File: src/rtl/axis_frame_arbiter_if.sv
// Bundled AXI-stream signals around the frame arbiter: PORTS source lanes, one muxed sink, status.
// The arbiter uses the slave modport; the environment driving sources and the sink uses master.
interface axis_frame_arbiter_if #(
  parameter int PORTS      = 4,
  parameter int DATA_WIDTH = 8,
  parameter int USER_WIDTH = 1,
  parameter int ID_WIDTH   = $clog2(PORTS)
);
  logic [PORTS*DATA_WIDTH-1:0] s_axis_tdata;
  logic [PORTS-1:0]            s_axis_tvalid;
  logic [PORTS-1:0]            s_axis_tready;
  logic [PORTS-1:0]            s_axis_tlast;
  logic [PORTS*USER_WIDTH-1:0] s_axis_tuser;

  logic [DATA_WIDTH-1:0]       m_axis_tdata;
  logic                        m_axis_tvalid;
  logic                        m_axis_tready;
  logic                        m_axis_tlast;
  logic [USER_WIDTH-1:0]       m_axis_tuser;
  logic [ID_WIDTH-1:0]         m_axis_tid;

  logic                        status_busy;
  logic                        status_frame_done;

  modport slave (
    input  s_axis_tdata, s_axis_tvalid, s_axis_tlast, s_axis_tuser, m_axis_tready,
    output s_axis_tready, m_axis_tdata, m_axis_tvalid, m_axis_tlast, m_axis_tuser,
           m_axis_tid, status_busy, status_frame_done
  );

  modport master (
    output s_axis_tdata, s_axis_tvalid, s_axis_tlast, s_axis_tuser, m_axis_tready,
    input  s_axis_tready, m_axis_tdata, m_axis_tvalid, m_axis_tlast, m_axis_tuser,
           m_axis_tid, status_busy, status_frame_done
  );
endinterface

File: src/rtl/axis_frame_arbiter.sv
// Frame-granular round-robin arbiter: 1-cycle grant latency, 0-cycle combinational data/ready path.
// Sink backpressure passes straight to the granted source only; the grant is held until its tlast transfers.
module axis_frame_arbiter #(
  parameter int PORTS      = 4,
  parameter int DATA_WIDTH = 8,
  parameter int USER_WIDTH = 1,
  parameter int ID_WIDTH   = $clog2(PORTS)
) (
  input  logic                clk,
  input  logic                rst,
  axis_frame_arbiter_if.slave bus
);

  typedef enum logic {IDLE, ACTIVE} state_t;

  localparam logic [ID_WIDTH-1:0] LAST_RST = ID_WIDTH'(PORTS - 1);

  state_t              r_state;
  state_t              w_state_nxt;
  logic [ID_WIDTH-1:0] r_grant_idx;
  logic [ID_WIDTH-1:0] r_last_idx;
  logic                r_frame_done;
  logic [ID_WIDTH-1:0] w_winner;
  logic [ID_WIDTH-1:0] w_scan_idx;
  logic                w_any_req;
  logic                w_frame_end;

  // Scan from the farthest slot down so the nearest requester after last_idx wins.
  always_comb begin
    w_winner   = r_last_idx;
    w_scan_idx = r_last_idx;
    w_any_req  = |bus.s_axis_tvalid;
    for (int k = PORTS; k >= 1; k--) begin
      w_scan_idx = ID_WIDTH'((int'(r_last_idx) + k) % PORTS);
      if (bus.s_axis_tvalid[w_scan_idx]) begin
        w_winner = w_scan_idx;
      end
    end
  end

  assign w_frame_end = (r_state == ACTIVE) && bus.m_axis_tready &&
                       bus.s_axis_tvalid[r_grant_idx] && bus.s_axis_tlast[r_grant_idx];

  always_comb begin
    w_state_nxt       = r_state;
    bus.s_axis_tready = '0;
    bus.m_axis_tvalid = 1'b0;
    bus.m_axis_tdata  = bus.s_axis_tdata[r_grant_idx*DATA_WIDTH +: DATA_WIDTH];
    bus.m_axis_tuser  = bus.s_axis_tuser[r_grant_idx*USER_WIDTH +: USER_WIDTH];
    bus.m_axis_tlast  = bus.s_axis_tlast[r_grant_idx];
    bus.m_axis_tid    = r_grant_idx;
    case (r_state)
      IDLE: begin
        if (w_any_req) begin
          w_state_nxt = ACTIVE;
        end
      end
      ACTIVE: begin
        bus.m_axis_tvalid              = bus.s_axis_tvalid[r_grant_idx];
        bus.s_axis_tready[r_grant_idx] = bus.m_axis_tready;
        if (w_frame_end) begin
          w_state_nxt = IDLE;
        end
      end
      default: w_state_nxt = IDLE;
    endcase
  end

  always_ff @(posedge clk or posedge rst) begin
    if (rst) begin
      r_state      <= IDLE;
      r_grant_idx  <= '0;
      r_last_idx   <= LAST_RST;
      r_frame_done <= 1'b0;
    end else begin
      r_state      <= w_state_nxt;
      r_frame_done <= w_frame_end;
      if (r_state == IDLE && w_any_req) begin
        r_grant_idx <= w_winner;
      end
      if (w_frame_end) begin
        r_last_idx <= r_grant_idx;
      end
    end
  end

  assign bus.status_busy       = (r_state == ACTIVE);
  assign bus.status_frame_done = r_frame_done;

endmodule

File: src/flat_wrapper.sv
// flat-port wrapper written by rule: the top's interface ports become plain ports
module axis_frame_arbiter_flat 
#(
  parameter int PORTS      = 4,
  parameter int DATA_WIDTH = 8,
  parameter int USER_WIDTH = 1,
  parameter int ID_WIDTH   = $clog2(PORTS)
)
  (clk, rst, bus_s_axis_tdata, bus_s_axis_tvalid, bus_s_axis_tlast, bus_s_axis_tuser, bus_m_axis_tready, bus_s_axis_tready, bus_m_axis_tdata, bus_m_axis_tvalid, bus_m_axis_tlast, bus_m_axis_tuser, bus_m_axis_tid, bus_status_busy, bus_status_frame_done);
  axis_frame_arbiter_if #(.PORTS(PORTS), .DATA_WIDTH(DATA_WIDTH), .USER_WIDTH(USER_WIDTH), .ID_WIDTH(ID_WIDTH)) bus_i ();
  input  logic clk;
  input  logic rst;
  input wire logic [$bits(bus_i.s_axis_tdata)-1:0] bus_s_axis_tdata;
  input wire logic [$bits(bus_i.s_axis_tvalid)-1:0] bus_s_axis_tvalid;
  input wire logic [$bits(bus_i.s_axis_tlast)-1:0] bus_s_axis_tlast;
  input wire logic [$bits(bus_i.s_axis_tuser)-1:0] bus_s_axis_tuser;
  input wire logic [$bits(bus_i.m_axis_tready)-1:0] bus_m_axis_tready;
  output wire logic [$bits(bus_i.s_axis_tready)-1:0] bus_s_axis_tready;
  output wire logic [$bits(bus_i.m_axis_tdata)-1:0] bus_m_axis_tdata;
  output wire logic [$bits(bus_i.m_axis_tvalid)-1:0] bus_m_axis_tvalid;
  output wire logic [$bits(bus_i.m_axis_tlast)-1:0] bus_m_axis_tlast;
  output wire logic [$bits(bus_i.m_axis_tuser)-1:0] bus_m_axis_tuser;
  output wire logic [$bits(bus_i.m_axis_tid)-1:0] bus_m_axis_tid;
  output wire logic [$bits(bus_i.status_busy)-1:0] bus_status_busy;
  output wire logic [$bits(bus_i.status_frame_done)-1:0] bus_status_frame_done;
  assign bus_i.s_axis_tdata = bus_s_axis_tdata;
  assign bus_i.s_axis_tvalid = bus_s_axis_tvalid;
  assign bus_i.s_axis_tlast = bus_s_axis_tlast;
  assign bus_i.s_axis_tuser = bus_s_axis_tuser;
  assign bus_i.m_axis_tready = bus_m_axis_tready;
  assign bus_s_axis_tready = bus_i.s_axis_tready;
  assign bus_m_axis_tdata = bus_i.m_axis_tdata;
  assign bus_m_axis_tvalid = bus_i.m_axis_tvalid;
  assign bus_m_axis_tlast = bus_i.m_axis_tlast;
  assign bus_m_axis_tuser = bus_i.m_axis_tuser;
  assign bus_m_axis_tid = bus_i.m_axis_tid;
  assign bus_status_busy = bus_i.status_busy;
  assign bus_status_frame_done = bus_i.status_frame_done;
  axis_frame_arbiter #(.PORTS(PORTS), .DATA_WIDTH(DATA_WIDTH), .USER_WIDTH(USER_WIDTH), .ID_WIDTH(ID_WIDTH)) u_core (.clk(clk), .rst(rst), .bus(bus_i));
endmodule
File: config.mk
export PLATFORM = sky130hd
export DESIGN_NAME = axis_frame_arbiter_flat
export DESIGN_NICKNAME = d
export VERILOG_FILES = /design/src/rtl/axis_frame_arbiter_if.sv /design/src/rtl/axis_frame_arbiter.sv /design/src/flat_wrapper.sv
export SDC_FILE = /design/constraint.sdc
export NUM_CORES = 1
export LEC_CHECK = 0
export BUFFER_PORTS_ARGS = -buffer_cell sky130_fd_sc_hd__clkbuf_2
export CORE_UTILIZATION = 32
export DETAILED_ROUTE_END_ITERATION = 7
export GPL_ROUTABILITY_DRIVEN = 0
export GPL_TIMING_DRIVEN = 0
export PLACE_DENSITY_LB_ADDON = 0.2
export SYNTH_ARGS = -nofsm -noshare
export SYNTH_HDL_FRONTEND = slang
export SYNTH_SLANG_ARGS = --single-unit
File: constraint.sdc
create_clock -name clk -period 1.5 [get_ports clk]
set_clock_uncertainty 0.2 [all_clocks]
set_input_delay 0.3 -clock clk [delete_from_list [all_inputs] [get_ports clk]]
set_output_delay 0.3 -clock clk [all_outputs]
set_load 0.05 [all_outputs]
Word-level counts from Yosys, hierarchy flattened
Index checks and enable logic that the tools add are counted.

cells by class
  $mul = 0
  divide/modulo/power cells = 0
  muxes and demuxes = 23
  shift-type cells = 2
  bitwise gates (word level) = 2
  reduce and logical (&&, ||, !) cells = 6
  add/subtract/negate cells = 4
  $lt $le $gt $ge = 6
  equality and inequality tests = 0

operators by type and width
  kind                 number
  $shiftx 32x6->8      1
  $lt 2x3->1 const B   5
  $bmux 1 s2           6
  $mux 1               10
  $mux 2               4
  $logic_and 1x1->1    5
  $add 2x1->2 const B  2
  $add 2x2->2 const B  2
  $and 4x4->4          1
  $mux 4               1
  $reduce_or 4->1      1
  $shiftx 4x3->1       1
  $demux 1 s2          1
  $ge 2x1->1 const B   1
  $pmux 1 s2           1
  $not 1->1            1

storage, ports and cells
  memory bits (writable) = 0
  memory bits (read-only) = 0
  bits in registers = 6
  bits in latches = 0
  output and inout bits = 19
  word-level logic and storage cells = 47
  memories kept = 0

Depth between registers and ports, before layout
Gate-level depths: netlist of run 1.

  word-level depth = 7
  gate-level depth with buffers = 4
  gate-level depth less buffers = 3

Worst setup path after synthesis of run 1
OpenSTA, ideal clock, no wires.

  path type = register -> output
  from = register u_core.r_grant_idx[1], in the netlist u_core.bus.m_axis_tid[1]
  to = output port bus_s_axis_tready[2]
  data required time = 1.000 ns
  slack = -1.146 ns
  data arrival time = 2.146 ns
  cell stages (with the launch flop) = 5
  path through = dfrtp_1 -> clkbuf_8 -> clkbuf_8 -> inv_1 -> nor3_1

between the ends
  word-level cells in the longest chain between the ends = 6
  elaborated cells on any way between the ends = 7

ends and longest elaborated chain
  what                                                            line                      source
  start: declaration                                              axis_frame_arbiter.sv:20  logic [ID_WIDTH-1:0] r_grant_idx;
  start signal: assignment                                        axis_frame_arbiter.sv:79  r_grant_idx <= w_winner;
  $lt 2x3->1 (implied by the code) or $ge 2x1->1 (tied branches)  axis_frame_arbiter.sv:60  bus.s_axis_tready[r_grant_idx] = bus.m_axis_tready;
  $logic_and 1x1->1 (implied by the code)                         axis_frame_arbiter.sv:60
  $mux 1 (implied by the code)                                    axis_frame_arbiter.sv:60
  $demux 1 s2 *                                                   -
  $and 4x4->4 (no source line) *                                  -
  $mux 4 *                                                        axis_frame_arbiter.sv:52  case (r_state)
  end: declaration                                                flat_wrapper.sv:18        output wire logic [$bits(bus_i.s_axis_tready)-1:0] bus_s_axis_tready;

Mark *: on every way between the ends. The rest lies on a longest branch, timed or not.

Worst setup path in the final report of run 1
  from = register u_core.r_grant_idx[1], in the netlist u_core.bus.m_axis_tid[1]
  to = output port bus_m_axis_tvalid

between the ends
  word-level cells in the longest chain between the ends = 3

ends and longest elaborated chain
  what                          line                      source
  $bmux 1 s2                    axis_frame_arbiter.sv:59  bus.m_axis_tvalid = bus.s_axis_tvalid[r_grant_idx];
  $mux 1 (implied by the code)  axis_frame_arbiter.sv:59
  $mux 1                        axis_frame_arbiter.sv:52
  end: declaration              flat_wrapper.sv:20        output wire logic [$bits(bus_i.m_axis_tvalid)-1:0] bus_m_axis_tvalid;

No other way between the ends. The select of a mux whose other input is x is not followed.

==> impl_results.md, run 1 <==
* Placed Area at 0.00112 mm²
* HPWL Detailed at roughly 1600 µm
* Area grow syn2layout at 134%
* CTS H-tree lvls at 1
* Seq/Total Area, Yosys at 0.224
* Final instance area at 0.00159 mm²
* Slack of the critical path at -0.625 ns
* Post-route ant nets at 0
* Mapped Area at about 680 µm²
* Layout cells sized above 1 at 0.851
* Antenna diodes at 0
* WHS at 0.224 ns
* Worst EP arrival at 1.63 ns
* DRC Markers at 0
* Relative slew slack at 0.638
* Via count at around 900
* CTS sink count at 6
* F_max at 0.471 GHz
* Initial Util at 0.344
* Final hold violation count at 0
* Synth warnings at 0
* Via density per instance at around 5.2
* Most frequent cells in the layout: clkbuf_2, buf_8, buf_4
* Final net count at ~200
* FFs w/ async S/R, synth at 1.00
* Hold Path Class: in -> reg
* Port bufs at between 60 and 70
* Failing checks: setup timing
* Die width at 48.2 µm
* 1st-pass router iterations at 4
* CP required at 1.00 ns
* Worst-path clk slew at around 0.050 ns
* Post-synth EDFFs at 0
* Worst Path Buf+Inv at 2
* Clk root buf: clkbuf_4
* Static Leakage at around 0.78 nW
* Min cycle time layout at between 2 and 2.5 ns
* Max Cap Viol at 0
* Actual slew at the worst max-slew pin at 0.538 ns
* Cell Chain, Critical Path: buf_8 -> mux4_2 -> and2_4 -> clkbuf_16
* Fin. max-slew vios at 0
* Critical path's slowest cell: mux4_2
* CTS Buffer Depth at 2
* # rows at 16
* TritonCTS Buffers at 3
* Most common cell after layout, fill and taps aside: clkbuf_2
* Clock Latency Late Sink at 0.26 ns
* Pwr Density at 2450 mW/mm²
* Peak VDD IR at approximately 1.6 mV
* Core area at 0.00198 mm²
* First-pass GRT wire length at 3680 µm
* # IOs at between 60 and 70
* CP peak stage delay at ~0.53 ns
* DRT iter0 DRCs at 29
* Synthesized flop and latch total at 6
* Final worst-path cycle share at 1.42
* Drt wl/cell at approximately 17 µm
* Setup CP Type: reg -> out
* Syn Area/Cell at ~12 µm²
* Post-Place Worst Slack at -0.473 ns
* Setup Viol. Count Final at 20
* Setup TNS at -9.97 ns
* Startpoint Class: register
* CTS tree: built
* Outcome: finished with violations
* Largest net degree at the start of global routing at 10
* WL final at between 2000 and 3000 µm
* Unique masters post-synth at 27
* Vias in the first global route at a little under 800
* Grt total ovfl at 0
* RSZ-0062 raised after global routing: yes
* CP top delay family: multiplexers
* Ys flop type: dfrtp_1
* Die area at 0.00232 mm²
* Worst-path fanout max at 4
* Die Height at approximately 48 µm
* Final core utilization at 0.804
* Initial antenna violation count at 0
* GRT Util Overall at 0.243
* Post-Synthesis Cells at 55
* Crit end category: primary output
* Syn_nets at 102
-- sequential cells by signal, indices dropped and copies added (netlist names) --
signal,count
u_core.bus.status_busy,1
u_core.bus.m_axis_tid,2
u_core.bus.status_frame_done,1
u_core.r_last_idx,2
-- worst paths after layout --
kind	start	end	slack, ns	depth (start not counted)
min reg2reg	u_core.r_last_idx[0]	u_core.r_last_idx[0]	0.45	1
max reg2reg	u_core.bus.m_axis_tid[0]	u_core.r_last_idx[0]	-0.49	6
max	u_core.bus.m_axis_tid[1]	bus_m_axis_tvalid	-0.63	4
min in group asynchronous	rst	u_core.bus.status_busy	0.26	3
min	bus_m_axis_tready	u_core.bus.status_frame_done	0.22	3
max in group asynchronous	rst	u_core.r_last_idx[0]	0.58	3
-- per-layer routing --
layer / part of all wire / up-vias / routed length, µm / track usage
met5: 0 / - / 0 / 0
met4: 0.031 / 0 / 91 / 0.111
met3: 0.066 / 8 / 192 / 0.0704
met2: 0.56 / 56 / 1620 / 0.395
met1: 0.35 / 437 / 1000 / 0.298
li1: - / 403 / - / -
-- worst register-to-register path, stage by stage (launching register included) --
cell,delay (ns)
dfrtp_2,0.37
buf_8,0.14
buf_12,0.11
mux4_2,0.54
buf_6,0.16
nand4_4,0.08
mux2_4,0.30
-- metrics by stage --
stage | power [mW] | std cells
finish | 3.90 | 175
global route | 4.06 | 175
CTS | 3.56 | 170
detailed placement | 2.44 | 147
global placement | 2.41 | 147
floorplan | 2.06 | 55
-- repair_timing --
item / in CTS / in global routing
resized for setup: 51 / 22
hold buffers: 1 / 0
hold endpoints to repair: 6 / 0
cloned: 1 / 0
setup endpoints to repair: 20 / 23
buffers inserted: 17 / 7
pin swaps: 5 / 4
-- cell usage after synthesis, types with 2 or more instances --
master | instances | area share
nand2_1 | 3 | 0.017
a21oi_1 | 2 | 0.015
dfrtp_1 | 4 | 0.15
inv_1 | 4 | 0.022
nor3_1 | 3 | 0.022
mux2_1 | 2 | 0.033
dfstp_2 | 2 | 0.077
clkbuf_8 | 3 | 0.061
mux4_2 | 7 | 0.23
o21ai_0 | 2 | 0.015
nand2b_1 | 3 | 0.028
nor2_1 | 2 | 0.011
mux4_1 | 4 | 0.15
-- where the power goes --
group	leakage [nW]	switching, mW	internal (mW)
clock network	0.0150	0.0730	0.102
logic	0.694	1.64	1.73
registers	0.0658	0.0846	0.266
total	0.775	1.80	2.10
-- kinds of logic (layout without fill, tap and decap cells) --
logic type | after synthesis | count (layout) | share of synthesized area
flops | 6 | 6 | 0.224
mux | 13 | 13 | 0.418
compound gates | 9 | 9 | 0.0936
simple gates | 19 | 19 | 0.165
buf+inv | 8 | 101 | 0.0991
-- area by class of cell --
cell class | count | area [µm²]
inverters | 4 | 18.8
multi-input cells | 41 | 529
flip-flops and latches | 6 | 159
repair buffers | 89 | 747
fillers | 117 | 388
well taps | 27 | 33.8
plain buffers | 4 | 80.1
clock buffers | 4 | 26.3
No activity file was read; power rests on OpenSTA's default activity.
==> run 2: changes to the inputs <==
--- a/config.mk
+++ b/config.mk
@@ -6,6 +6,7 @@
 export NUM_CORES = 1
 export LEC_CHECK = 0
 export BUFFER_PORTS_ARGS = -buffer_cell sky130_fd_sc_hd__clkbuf_2
+export CORE_ASPECT_RATIO = 0.8
 export CORE_UTILIZATION = 32
 export DETAILED_ROUTE_END_ITERATION = 7
 export GPL_ROUTABILITY_DRIVEN = 0
==> impl_results.md, run 2 (same netlist as run 1, synthesis figures left out) <==
* DRC Markers at 0 (unchanged)
* TritonCTS Buffers at 3 (unchanged)
* CTS H-tree lvls at 1 (unchanged)
* # IOs at 66 (unchanged)
* Failing checks: setup timing
* Clk root buf: clkbuf_4
* WL final at 2520 µm (-13%)
* Max Cap Viol at 0 (unchanged)
* Met2 GRT Util at 0.415 (+0.0203)
* Placed cells at 144 (-2.0%)
* WHS at 0.209 ns (-0.0158 ns)
* Actual slew at the worst max-slew pin at 0.497 ns (-0.0404 ns)
* F_max at 0.475 GHz (+0.92%)
* Placed Area at 0.00112 mm² (-0.34%)
* Final worst-path cycle share at 1.40 (-0.0130)
* CTS tree: built
* Area grow syn2layout at 119%
* Startpoint Class: register
* Outcome: finished with violations
* Final net count at 186 (-5.1%)
* Antenna diodes at 0 (unchanged)
* Initial antenna violation count at 0 (unchanged)
* Pwr Density at 2420 mW/mm² (-1.0%)
* CP required at 1.00 ns (about the same)
* Relative slew slack at 0.665 (+0.0272)
* Port bufs at 65 (unchanged)
* Setup Viol. Count Final at 19 (-5.0%)
* Met3 Use GR at 0.0681 (-0.00227)
* Non-filler instance count after layout at 162 (-7.4%)
* Most common cell after layout, fill and taps aside: clkbuf_2
* Final total power at 3.62 mW (-7.2%)
* Die Height at 43.3 µm (-10%)
* Final instance area at 0.00150 mm² (-6.2%)
* Peak VDD IR at 1.70 mV (+6.4%)
* Post-Place Worst Slack at -0.507 ns (-0.0339 ns)
* Drt wl/cell at 15.5 µm (-6.4%)
* Fin. max-slew vios at 0 (unchanged)
* Busiest grt layer: met2
* HPWL Detailed at 1790 µm (+8.7%)
* Largest net degree at the start of global routing at 10 (unchanged)
* Initial Util at 0.351 (+0.00664)
* Hold Path Class: in -> reg
* Die width at 53.6 µm (+11%)
* RSZ-0062 raised after global routing: yes
* # rows at 14 (-2)
* Post-route ant nets at 0 (unchanged)
* Routing usage on met1 at 0.249 (-0.0482)
* Worst EP arrival at 1.61 ns (-0.02 ns)
* Setup CP Type: reg -> out
* Die area at 0.00232 mm² (about the same)
* 1st-pass router iterations at 4 (unchanged)
* DRT iter0 DRCs at 10 (-66%)
* Worst-path fanout max at 7 (+3)
* Layout cells sized above 1 at 0.841 (-0.0108)
* Vias in the first global route at 842 (+6.4%)
* Via density per instance at 5.23 (+1.3%)
* CTS Buffer Depth at 2 (unchanged)
* Static Leakage at 0.719 nW (-7.2%)
* Via count at 848 (-6.2%)
* Crit end category: primary output
* Slack of the critical path at -0.606 ns (+0.0195 ns)
* Worst-path clk slew at 0.05 ns (about the same)
* Min cycle time layout at 2.11 ns (-0.0195 ns)
* Clock Latency Late Sink at 0.25 ns (about the same)
* Most frequent cells in the layout: clkbuf_2, buf_8, mux4_2
* CTS sink count at 6 (unchanged)
* First-pass GRT wire length at 3610 µm (-1.9%)
* Core area at 0.00194 mm² (-1.9%)
* Final core utilization at 0.769 (-0.0353)
* GRT Util Overall at 0.226 (-0.0173)
* Grt total ovfl at 0 (unchanged)
* Final hold violation count at 0 (unchanged)
* Setup TNS at -9.38 ns (+0.590 ns)
==> run 2: cell types whose count changed in the layout (fill, tap and decap cells not counted), sizes merged <==
| cell | before | now |
|---|---|---|
| clkbuf | 57 | 55 |
| buf | 39 | 31 |
==> run 2: final cells by class <==
type                       count  area (µm²)
clock buffer                   4        26.3
timing repair buffer          79         652
fill                         131         449
tap                           24        30.0
inverter                       4        18.8
multi-input combinational     41         529
sequential                     6         159
buffer                         4        80.1
==> run 2: worst paths after layout <==
kind                                     startpoint  depth (start not counted)                            to  slack (ns)
max in group asynchronous                       rst                          3          u_core.r_last_idx[0]        0.54
hold / removal                    bus_m_axis_tready                          3  u_core.bus.status_frame_done        0.21
setup reg to reg           u_core.bus.m_axis_tid[0]                          6          u_core.r_last_idx[0]       -0.44
hold reg to reg                u_core.r_last_idx[0]                          1          u_core.r_last_idx[0]        0.45
min in group asynchronous                       rst                          3      u_core.bus.m_axis_tid[0]        0.29
setup / recovery           u_core.bus.m_axis_tid[0]                          4           bus_m_axis_tdata[1]       -0.61
==> run 2: metal layers <==
layer / part of all wire / routed length, µm
met1: 0.33 / 833
met2: 0.57 / 1430
met3: 0.095 / 239
met4: 0.0036 / 9
met5: 0 / 0
==> run 2: what timing repair did <==
action,in CTS,in global routing
hold endpoints to repair,6,0
hold buffers,1,0
pin swaps,1,5
endpoints found under the setup margin,20,20
gates resized for setup,46,24
buffers inserted,11,1
cloned,1,0
==> run 2: where the power goes <==
| part | total [mW] | internal [mW] | switching [mW] |
|---|---|---|---|
| combinational | 3.08 | 1.55 | 1.53 |
| clock | 0.165 | 0.101 | 0.0639 |
| sequential | 0.374 | 0.267 | 0.108 |
==> run 2: worst max-delay path, stage by stage, from the launching register on <==
cell	delay, ns
dfrtp_2	0.37
buf_8	0.13
clkbuf_16	0.15
mux4_2	0.53
buf_8	0.17
==> run 3: changes to the inputs <==
==> constraint.sdc (replaced) <==
create_clock -name clk -period 1.5 [get_ports clk]
set_clock_uncertainty 0.2 [all_clocks]
set_input_delay 0.075 -clock clk [delete_from_list [all_inputs] [get_ports clk]]
set_output_delay 0.075 -clock clk [all_outputs]
set_load 0.05 [all_outputs]
==> impl_results.md, run 3 (same netlist as run 1, synthesis figures left out) <==
* Startpoint Class: register
* FF-to-FF setup slack at -0.36 ns (+0.08 ns)
* # rows at 14 (unchanged)
* CTS Buffer Depth at 2 (unchanged)
* Worst R2R End: u_core.r_last_idx[1]
* WL final at 2410 µm (-4.3%)
* Final net count at 183 (-1.6%)
* CP top delay family: multiplexers
* Most frequent cells in the layout: clkbuf_2, buf_8, mux4_2
* Largest net degree at the start of global routing at 11 (+1)
* CP peak stage delay at 0.53 ns (about the same)
* Clk root buf: clkbuf_4
* Grt total ovfl at 0 (unchanged)
* DRT iter0 DRCs at 12 (+2)
* Static Leakage at 0.693 nW (-3.6%)
* Area grow syn2layout at 108%
* Die area at 0.00232 mm² (unchanged)
* Setup Viol. Count Final at 19 (unchanged)
* F_max at 0.520 GHz (+9.5%)
* Die width at 53.6 µm (unchanged)
* Setup CP Type: reg -> out
* DRC Markers at 0 (unchanged)
* Worst-path fanout max at 7 (unchanged)
* Hold Path Class: in -> reg
* Setup crit end: bus_m_axis_tdata[5]
* 1st-pass router iterations at 6 (+2)
* Via count at 837 (-1.3%)
* FILL cells at 134 (+2.3%)
* CTS H-tree lvls at 1 (unchanged)
* Outcome: finished with violations
* Failing checks: setup timing
* Slack of the critical path at -0.423 ns (+0.183 ns)
* CP required at 1.22 ns (+0.22 ns)
* Placed cells at 144 (unchanged)
* Crit end category: primary output
* Drt wl/cell at 15.1 µm (-2.5%)
* Cell Chain, Critical Path: buf_8 -> clkbuf_16 -> mux4_2 -> clkbuf_16
* RSZ-0062 raised after global routing: yes
* Via density per instance at 5.26 (+0.57%)
* Port bufs at 65 (unchanged)
* Layout cells sized above 1 at 0.815 (-0.0258)
* HPWL Detailed at 1580 µm (-11%)
* TritonCTS Buffers at 3 (unchanged)
* # IOs at 66 (unchanged)
* Final core utilization at 0.730 (-0.0386)
* Cell mode on critical path: clkbuf_16
* Antenna diodes at 0 (unchanged)
* Core area at 0.00194 mm² (unchanged)
* Worst-path clk slew at 0.05 ns (about the same)
* Actual slew at the worst max-slew pin at 0.481 ns (-0.0162 ns)
* Post-route ant nets at 0 (unchanged)
* CTS sink count at 6 (unchanged)
* CTS tree: built
* Worst EP arrival at 1.65 ns (+0.04 ns)
* Non-filler instance count after layout at 159 (-1.9%)
* Die Height at 43.3 µm (unchanged)
* Stages on worst setup path at 4 (unchanged)
* Pwr Density at 2370 mW/mm² (-2.3%)
* Clock Latency Late Sink at 0.25 ns (about the same)
* Most common cell after layout, fill and taps aside: clkbuf_2
* CP startpoint: u_core.bus.m_axis_tid[0]
* Initial antenna violation count at 0 (unchanged)
* Min cycle time layout at 1.92 ns (-0.183 ns)
* Final worst-path cycle share at 1.28 (-0.122)
* Critical path's slowest cell: mux4_2
* Max Cap Viol at 0 (unchanged)
* Worst Path Buf+Inv at 3 (unchanged)
* Peak VDD IR at 1.79 mV (+5.5%)
* Relative slew slack at 0.676 (+0.0109)
* Vias in the first global route at 814 (-3.3%)
* Final hold violation count at 0 (unchanged)
* Reg2Reg Depth at 6 (unchanged)
* First-pass GRT wire length at 3550 µm (-1.7%)
* Fin. max-slew vios at 0 (unchanged)
* GRT Util Overall at 0.221 (-0.00444)
* Initial Util at 0.351 (unchanged)
* Worst r2r src: u_core.bus.m_axis_tid[0]
==> run 3: changes by cell type in the layout (fill, tap and decap cells not counted), moves of 2 or more <==
cell and change:
clkbuf_8 +2, clkbuf_2 +3, clkbuf_16 -2, buf_8 -3, buf_6 -4
==> run 3: power by group <==
| part | switching (mW) | total, mW | internal (mW) | leakage, nW |
|---|---|---|---|---|
| logic | 1.47 | 2.81 | 1.35 | 0.612 |
| clock network | 0.0639 | 0.165 | 0.101 | 0.0150 |
| registers | 0.118 | 0.385 | 0.267 | 0.0658 |
| total | 1.65 | 3.36 | 1.71 | 0.693 |
==> run 3: worst min-delay path by stage <==
stage / start / end / slack, ns / depth (start not counted)
finish: bus_m_axis_tready / u_core.bus.status_busy / 0.04 / 3
global route: bus_m_axis_tready / u_core.bus.status_busy / 0.04 / 3
CTS: bus_s_axis_tvalid[2] / u_core.bus.m_axis_tid[1] / 0.004 / 3
detailed placement: rst / u_core.bus.status_frame_done / -0.22 / 2
global placement: rst / u_core.bus.status_frame_done / -0.23 / 2
floorplan: rst / u_core.bus.status_frame_done / -0.34 / 1
==> run 3: repair_timing <==
| action | CTS | global route |
|---|---|---|
| setup buffers | 7 | 3 |
| endpoints found under the setup margin | 19 | 20 |
| hold buffers | 2 | 0 |
| pin swaps | 1 | 5 |
| gates resized for setup | 35 | 21 |
| endpoints found under the hold margin | 7 | 0 |
==> run 3: layout make-up <==
cell class	instances	area, µm²	area share
timing repair buffer	77	603	0.425
multi-input combinational	41	533	0.375
sequential	6	159	0.112
buffer	3	53.8	0.0379
tap	24	30.0	0.0211
clock buffer	4	26.3	0.0185
inverter	4	15.0	0.0106
==> run 3: routing by layer <==
layer  vias up  track usage  share of wire
met5         -            0              0
met4         0        0.111          0.020
met3         9        0.100           0.11
met2        56        0.370           0.54
met1       392        0.229           0.33
li1        380            -              -
==> run 3: stage by stage <==
stage                     total power, mW  instance area, µm²  hold WS, ns  setup WS (ns)  setup TNS (ns)
after floorplan                      2.03                 753       -0.336         -0.585           -5.60
after global placement               2.38                1110       -0.226         -0.285           -2.42
after detailed placement             2.41                1110       -0.220         -0.307           -2.59
after CTS                            3.14                1360      0.00399         -0.424           -6.29
after global routing                 3.51                1420       0.0383         -0.468           -6.95
final                                3.36                1420       0.0379         -0.423           -6.14
==> run 3: worst reg2reg max path, stage by stage (launching register included) <==
cell and delay (ns):
dfrtp_2 0.42, buf_8 0.14, buf_4 0.14, mux4_2 0.32
buf_6 0.15, nand4_4 0.11, mux2_4 0.30
